`config.mk`:
```
export PLATFORM = sky130hd
export DESIGN_NAME = coffee_select_ctrl
export DESIGN_NICKNAME = d
export VERILOG_FILES = /design/src/rtl/coffee_select_ctrl.sv
export SDC_FILE = /design/constraint.sdc
export NUM_CORES = 1
export LEC_CHECK = 0
export CORE_MARGIN = 1
export CORE_UTILIZATION = 55
export CTS_BUF_LIST = sky130_fd_sc_hd__clkbuf_8
export CTS_CLUSTER_SIZE = 28
export DETAILED_ROUTE_END_ITERATION = 8
export GPL_TIMING_DRIVEN = 0
export PLACE_DENSITY = 0.75
export SETUP_SLACK_MARGIN = 0.5
export SYNTH_ARGS = -nofsm -noshare
export SYNTH_HDL_FRONTEND = slang
export SYNTH_SLANG_ARGS = --single-unit
```
`constraint.sdc`:
```
create_clock -name clk -period 6.75 [get_ports clk]
set_clock_uncertainty 0.05 [all_clocks]
set_input_delay 0.675 -clock clk [delete_from_list [all_inputs] [get_ports clk]]
set_output_delay 0.675 -clock clk [all_outputs]
set_load 0.01 [all_outputs]
```
`src/rtl/coffee_select_ctrl.sv`:
```
// coffee_select_ctrl
//   Drink-selection sequencer for the front-panel display. Two push-buttons
//   step through four drink options, confirm starts a timed brew phase with a
//   blinking display, and inactivity returns the panel to a blanked idle.
//
//   Optional feature: define COFFEE_CANCEL_EN to let a btn_next press abort a
//   running brew (brew_abort pulse, return to IDLE). Without it brew_abort is
//   held at 0 and every button is ignored while brewing.
//
// Ports
//   clk, rst_n     clock, synchronous active-low reset
//   btn_next       "next option" button level (already synchronised)
//   btn_ok         "confirm" button level (already synchronised)
//   sel[1:0]       option code to the seven-segment letter decoder
//   disp_en        display enable, 0 blanks the segments
//   drink[1:0]     last confirmed option
//   brew_start     one-cycle pulse in the first BREW cycle
//   brew_busy      high for every BREW cycle
//   brew_abort     one-cycle pulse when a brew is cancelled
//   state_dbg[1:0] IDLE=0, SELECT=1, BREW=2, DONE=3
module coffee_select_ctrl #(
  parameter int TIMEOUT_CYCLES = 1000,
  parameter int BREW_CYCLES    = 500,
  parameter int BLINK_CYCLES   = 50
) (
  input  logic       clk,
  input  logic       rst_n,
  input  logic       btn_next,
  input  logic       btn_ok,
  output logic [1:0] sel,
  output logic       disp_en,
  output logic [1:0] drink,
  output logic       brew_start,
  output logic       brew_busy,
  output logic       brew_abort,
  output logic [1:0] state_dbg
);

  localparam int CNT_MAX = (TIMEOUT_CYCLES > BREW_CYCLES) ? TIMEOUT_CYCLES : BREW_CYCLES;
  localparam int CNT_W   = $clog2(CNT_MAX + 1);
  localparam int BLK_W   = (BLINK_CYCLES > 1) ? $clog2(BLINK_CYCLES) : 1;

  localparam logic [CNT_W-1:0] TO_LAST   = CNT_W'(TIMEOUT_CYCLES - 1);
  localparam logic [CNT_W-1:0] BREW_LAST = CNT_W'(BREW_CYCLES - 1);
  localparam logic [BLK_W-1:0] BLK_LAST  = BLK_W'(BLINK_CYCLES - 1);

  typedef enum logic [1:0] {
    S_IDLE   = 2'd0,
    S_SELECT = 2'd1,
    S_BREW   = 2'd2,
    S_DONE   = 2'd3
  } state_t;

  state_t           state_q, state_d;
  logic [CNT_W-1:0] cnt_q, cnt_d;
  logic [BLK_W-1:0] blink_q, blink_d;
  logic [1:0]       btn_q, btn_d;
  logic [1:0]       armed_q, armed_d;
  logic [1:0]       sel_q, sel_d;
  logic [1:0]       drink_q, drink_d;
  logic             disp_en_q, disp_en_d;
  logic             brew_start_q, brew_start_d;
  logic             brew_busy_q, brew_busy_d;
  logic             brew_abort_q, brew_abort_d;

  logic [1:0] btn, btn_rise;
  logic       next_e, ok_e, any_e;

  // Bit 0 = next, bit 1 = ok. A button only becomes "armed" once it has been
  // seen low after reset, so a button held through reset release cannot fire.
  assign btn      = {btn_ok, btn_next};
  assign btn_rise = btn & ~btn_q & armed_q;
  assign next_e   = btn_rise[0];
  assign ok_e     = btn_rise[1];
  assign any_e    = |btn_rise;
  assign btn_d    = btn;
  assign armed_d  = armed_q | ~btn;

  always_comb begin
    state_d      = state_q;
    cnt_d        = cnt_q;
    blink_d      = blink_q;
    sel_d        = sel_q;
    drink_d      = drink_q;
    disp_en_d    = disp_en_q;
    brew_start_d = 1'b0;
    brew_abort_d = 1'b0;

    case (state_q)
      S_IDLE: begin
        sel_d     = 2'd0;
        disp_en_d = 1'b0;
        if (any_e) begin
          // The waking press only opens the menu; it never advances sel.
          state_d   = S_SELECT;
          cnt_d     = '0;
          disp_en_d = 1'b1;
        end
      end

      S_SELECT: begin
        if (ok_e) begin
          // ok takes priority over a simultaneous next: sel is frozen.
          state_d      = S_BREW;
          drink_d      = sel_q;
          cnt_d        = '0;
          blink_d      = '0;
          disp_en_d    = 1'b1;
          brew_start_d = 1'b1;
        end else if (next_e) begin
          sel_d = sel_q + 2'd1;
          cnt_d = '0;
        end else if (cnt_q == TO_LAST) begin
          state_d   = S_IDLE;
          cnt_d     = '0;
          sel_d     = 2'd0;
          disp_en_d = 1'b0;
        end else begin
          cnt_d = cnt_q + CNT_W'(1);
        end
      end

      S_BREW: begin
`ifdef COFFEE_CANCEL_EN
        if (next_e) begin
          // Abort beats the BREW->DONE transition on the final brew cycle.
          state_d      = S_IDLE;
          cnt_d        = '0;
          sel_d        = 2'd0;
          disp_en_d    = 1'b0;
          brew_abort_d = 1'b1;
        end else
`endif
        if (cnt_q == BREW_LAST) begin
          state_d   = S_DONE;
          cnt_d     = '0;
          disp_en_d = 1'b1;
        end else begin
          cnt_d = cnt_q + CNT_W'(1);
          if (blink_q == BLK_LAST) begin
            blink_d   = '0;
            disp_en_d = ~disp_en_q;
          end else begin
            blink_d = blink_q + BLK_W'(1);
          end
        end
      end

      S_DONE: begin
        if (any_e || cnt_q == TO_LAST) begin
          state_d   = S_IDLE;
          cnt_d     = '0;
          sel_d     = 2'd0;
          disp_en_d = 1'b0;
        end else begin
          cnt_d = cnt_q + CNT_W'(1);
        end
      end

      default: state_d = S_IDLE;
    endcase

    // Brew/done show the confirmed drink rather than the menu cursor.
    if (state_d == S_BREW || state_d == S_DONE) sel_d = drink_d;
    brew_busy_d = (state_d == S_BREW);
  end

  always_ff @(posedge clk) begin
    if (!rst_n) begin
      state_q      <= S_IDLE;
      cnt_q        <= '0;
      blink_q      <= '0;
      btn_q        <= 2'b00;
      armed_q      <= 2'b00;
      sel_q        <= 2'd0;
      drink_q      <= 2'd0;
      disp_en_q    <= 1'b0;
      brew_start_q <= 1'b0;
      brew_busy_q  <= 1'b0;
      brew_abort_q <= 1'b0;
    end else begin
      state_q      <= state_d;
      cnt_q        <= cnt_d;
      blink_q      <= blink_d;
      btn_q        <= btn_d;
      armed_q      <= armed_d;
      sel_q        <= sel_d;
      drink_q      <= drink_d;
      disp_en_q    <= disp_en_d;
      brew_start_q <= brew_start_d;
      brew_busy_q  <= brew_busy_d;
      brew_abort_q <= brew_abort_d;
    end
  end

  assign sel        = sel_q;
  assign disp_en    = disp_en_q;
  assign drink      = drink_q;
  assign brew_start = brew_start_q;
  assign brew_busy  = brew_busy_q;
  assign brew_abort = brew_abort_q;
  assign state_dbg  = state_q;

endmodule

```
==> reports/qor.csv <==
metric,value,unit
synth_xor_area_share,0,%
cp-end-kind,flip-flop,
p_leak,0.634,nW
fin_nets,219,
routedWlPerCell,15.0,um
clk_pin_slew,0.06,ns
synthCells,190,
coreArea,2730,um2
timing.final.crit_share,40.7,%
die_w,55.7,um
synth_compound_area_share,20.2,%
p_comb_share,20.5,%
power.share.clock,34.4,%
path_cells,clkdlybuf4s50_1 -> and3b_1 -> buf_6 -> nor2_1 -> a21oi_1 -> o41ai_1 -> mux2_2,
grt.total_usage,25.7,%
grt_max_degree,11,
maxCapViolCount,0,
hold_violations,0,
crit_family,compound AO/OA/AOI/OAI gates,
syn_nets,201,
cts_sinks,29,
drt-total-wl,3.59,mm
synthAdderAreaFrac,5.52,%
post-dp-hpwl,2.54,mm
drt_iter0_drc,80,
outcome,completed,
p_seq_share,45.1,%
grt.overflow.total,0,
cts_resized,0,
synth.avg_cell_area,8.34,um2
crit_path_start_kind,primary input,
die_area,3100,um2
layout-drive-gt1-share,7.69,%
max_slew_margin,38.2,%
yosys_warnings,0,
netlist_area,1590,um2
antenna_cells,0,
fin_setup_tns,0,ns
crit_path_top_delay_cell,o41ai_1,
io_buffers,11,
synth_edf_count,0,
cts_made_buffers,5,
dr.pass1.iters,5,
ant_nets,0,
ctsHoldBuffers,0,
insertion_delay,0.28,ns
crit_required,6.87,ns
num_rows,19,
critical_path_class,primary input to flip-flop,
worst_path_largest_cell_delay,0.70,ns
period_needed,2.75,ns
netSwitchingPower,0.118,mW
ys.flop_type,dfxtp_1,
worstPathMaxFanout,9,
dpl_cell_area,1730,um2
cts_setup_buffers,0,
max_clock_freq,364,MHz
ys_ff_latch,29,
drc,0,
synthDistinctLibCells,46,
fill_cells,224,
cts_max_path_buffers,2,
worst_hold_slack,0.422,ns
arrival,2.87,ns
powerDensity,225,nW/um2
cts_tree,built,
synth_top_family_by_area,simple AND/OR/NAND/NOR gates,
syn2layout_area_growth,14.8,%
max-vdd-ir-drop,0.221,mV
pin_count,14,
setup_viol,0,
design_area,1820,um2
worst_slew_pin_slew,0.915,ns
maxSlewViolCount,0,
swShare,28.9,%
synthSimpleGateAreaFrac,26.4,%
gp_congestion,0.886,
p_int,0.290,mW
grt_pass1_wl,6.26,mm
vias,1469,
ys_seq_area_share,36.6,%
grt_pass1_vias,1351,
ys_async_sr_fraction,0,%
grt_setup_unrepaired,no,
grt_antenna_before_repair,0,
htree_levels,2,
yosys-mux-area-fraction,4.58,%
root_buffer,clkbuf_8,
worst-path-buf-inv,2,
vias_per_cell,6.15,
die_y,55.7,um
initial_core_util,58.0,%
hold_class,flip-flop to flip-flop,
routing by layer:
layer  GRT usage, %  vias up  share of wire [%]
li1               -      730                  -
met1           36.1      692                 48
met2           38.0       40                 46
met3           6.51        7                5.0
met4           9.64        0                1.6
met5              0        -                  0
worst register-to-register path: cells and delay by family (launching register included):
kind	cells	cell delay, ns
AND/OR/NAND/NOR	2	0.64
buffers and inverters	3	0.53
AO/OA/AOI/OAI	2	0.46
flip-flops	1	0.43
adder cells (fa/ha/maj)	1	0.20
synthesized netlist by cell type (3+ instances only):
cell | n | area (um2)
dfxtp_1 | 29 | 581
nand2_1 | 17 | 63.8
inv_1 | 15 | 56.3
nand3_1 | 15 | 75.1
a21oi_1 | 12 | 60.1
nor2_1 | 10 | 37.5
a31oi_1 | 9 | 56.3
ha_1 | 7 | 87.6
nor3_1 | 6 | 30.0
mux2i_1 | 5 | 50.1
and2_1 | 4 | 25.0
clkbuf_1 | 4 | 15.0
o22ai_1 | 4 | 25.0
o31ai_1 | 4 | 30.0
and3_1 | 3 | 18.8
nand3b_1 | 3 | 22.5
o41ai_1 | 3 | 26.3
or3_1 | 3 | 18.8
flip-flops by register name, summed over array words and instances, names as in the netlist:
register and cells:
cnt_q 10, blink_q 6, armed_q 2, btn_q 2
drink 2, sel 2, state_dbg 2, brew_busy 1
brew_start 1, disp_en 1
stage by stage:
step                power [mW]  cells  setup WS, ns  utilization (%)
finish                   0.409    239          4.00             66.6
global route             0.427    239          3.90             66.6
CTS                      0.410    239          4.02             66.6
detailed placement       0.271    232          3.73             63.4
global placement         0.268    232          3.78             63.4
floorplan                0.245    190          4.52                -
power groups by stage:
stage / logic, mW / clock network (mW) / registers, mW
floorplan: 0.0564 / 0 / 0.189
global placement: 0.0804 / 0 / 0.188
detailed placement: 0.0828 / 0 / 0.188
CTS: 0.0832 / 0.143 / 0.184
global route: 0.0933 / 0.148 / 0.185
finish: 0.0838 / 0.140 / 0.184
layout by cell type, fill, tap and decap left out, types with 2 or more instances in the layout:
cell type	count
nor3_1	6
o22ai_1	4
a21oi_1	12
o21ai_0	2
nor2_1	10
o41ai_1	3
ha_1	7
and3b_1	2
o211ai_1	2
o31ai_1	4
dfxtp_1	29
mux2i_1	5
mux2_2	2
a31oi_1	9
clkbuf_8	6
inv_1	16
and3_1	3
o32ai_1	2
nand2_1	17
and2_1	4
or3_1	3
clkdlybuf4s50_1	11
nand3b_1	3
nand4b_1	2
or2_2	2
buf_4	2
nand2b_1	2
nand3_1	15
clkbuf_1	4
worst paths after layout:
| check | startpoint | to | slack (ns) | cells past startpoint |
|---|---|---|---|---|
| setup / recovery | btn_ok | sel[0]$_SDFFE_PN0P_ | 4.00 | 7 |
| hold / removal | armed_q[1]$_SDFF_PN0_ | armed_q[1]$_SDFF_PN0_ | 0.42 | 2 |
| setup reg to reg | state_dbg[0]$_SDFF_PN0_ | cnt_q[0]$_SDFFE_PN0P_ | 4.35 | 8 |
| hold reg to reg | armed_q[1]$_SDFF_PN0_ | armed_q[1]$_SDFF_PN0_ | 0.42 | 2 |
logic make-up (layout without fill, tap and decap cells):
logic type | count (synthesis) | in the layout
buffers and inverters | 23 | 41
muxes | 7 | 7
and+or+nand+nor | 77 | 77
adders and majority gates | 7 | 7
AOI/OAI and AO/OA | 46 | 46
DFF | 29 | 29
other | 1 | 1
final cells by class:
type                            instances  area [um2]  area share, %
Clock buffer                            6        82.6           4.54
Clock inverter                          1        3.75          0.206
Timing Repair Buffer                   11         110           6.05
Multi-Input combinational cell        138         903           49.6
Buffer                                  8        45.0           2.47
Sequential cell                        29         581           31.9
Inverter                               15        56.3           3.09
Tap cell                               31        38.8           2.13
No activity file was read; power rests on OpenSTA's default activity.
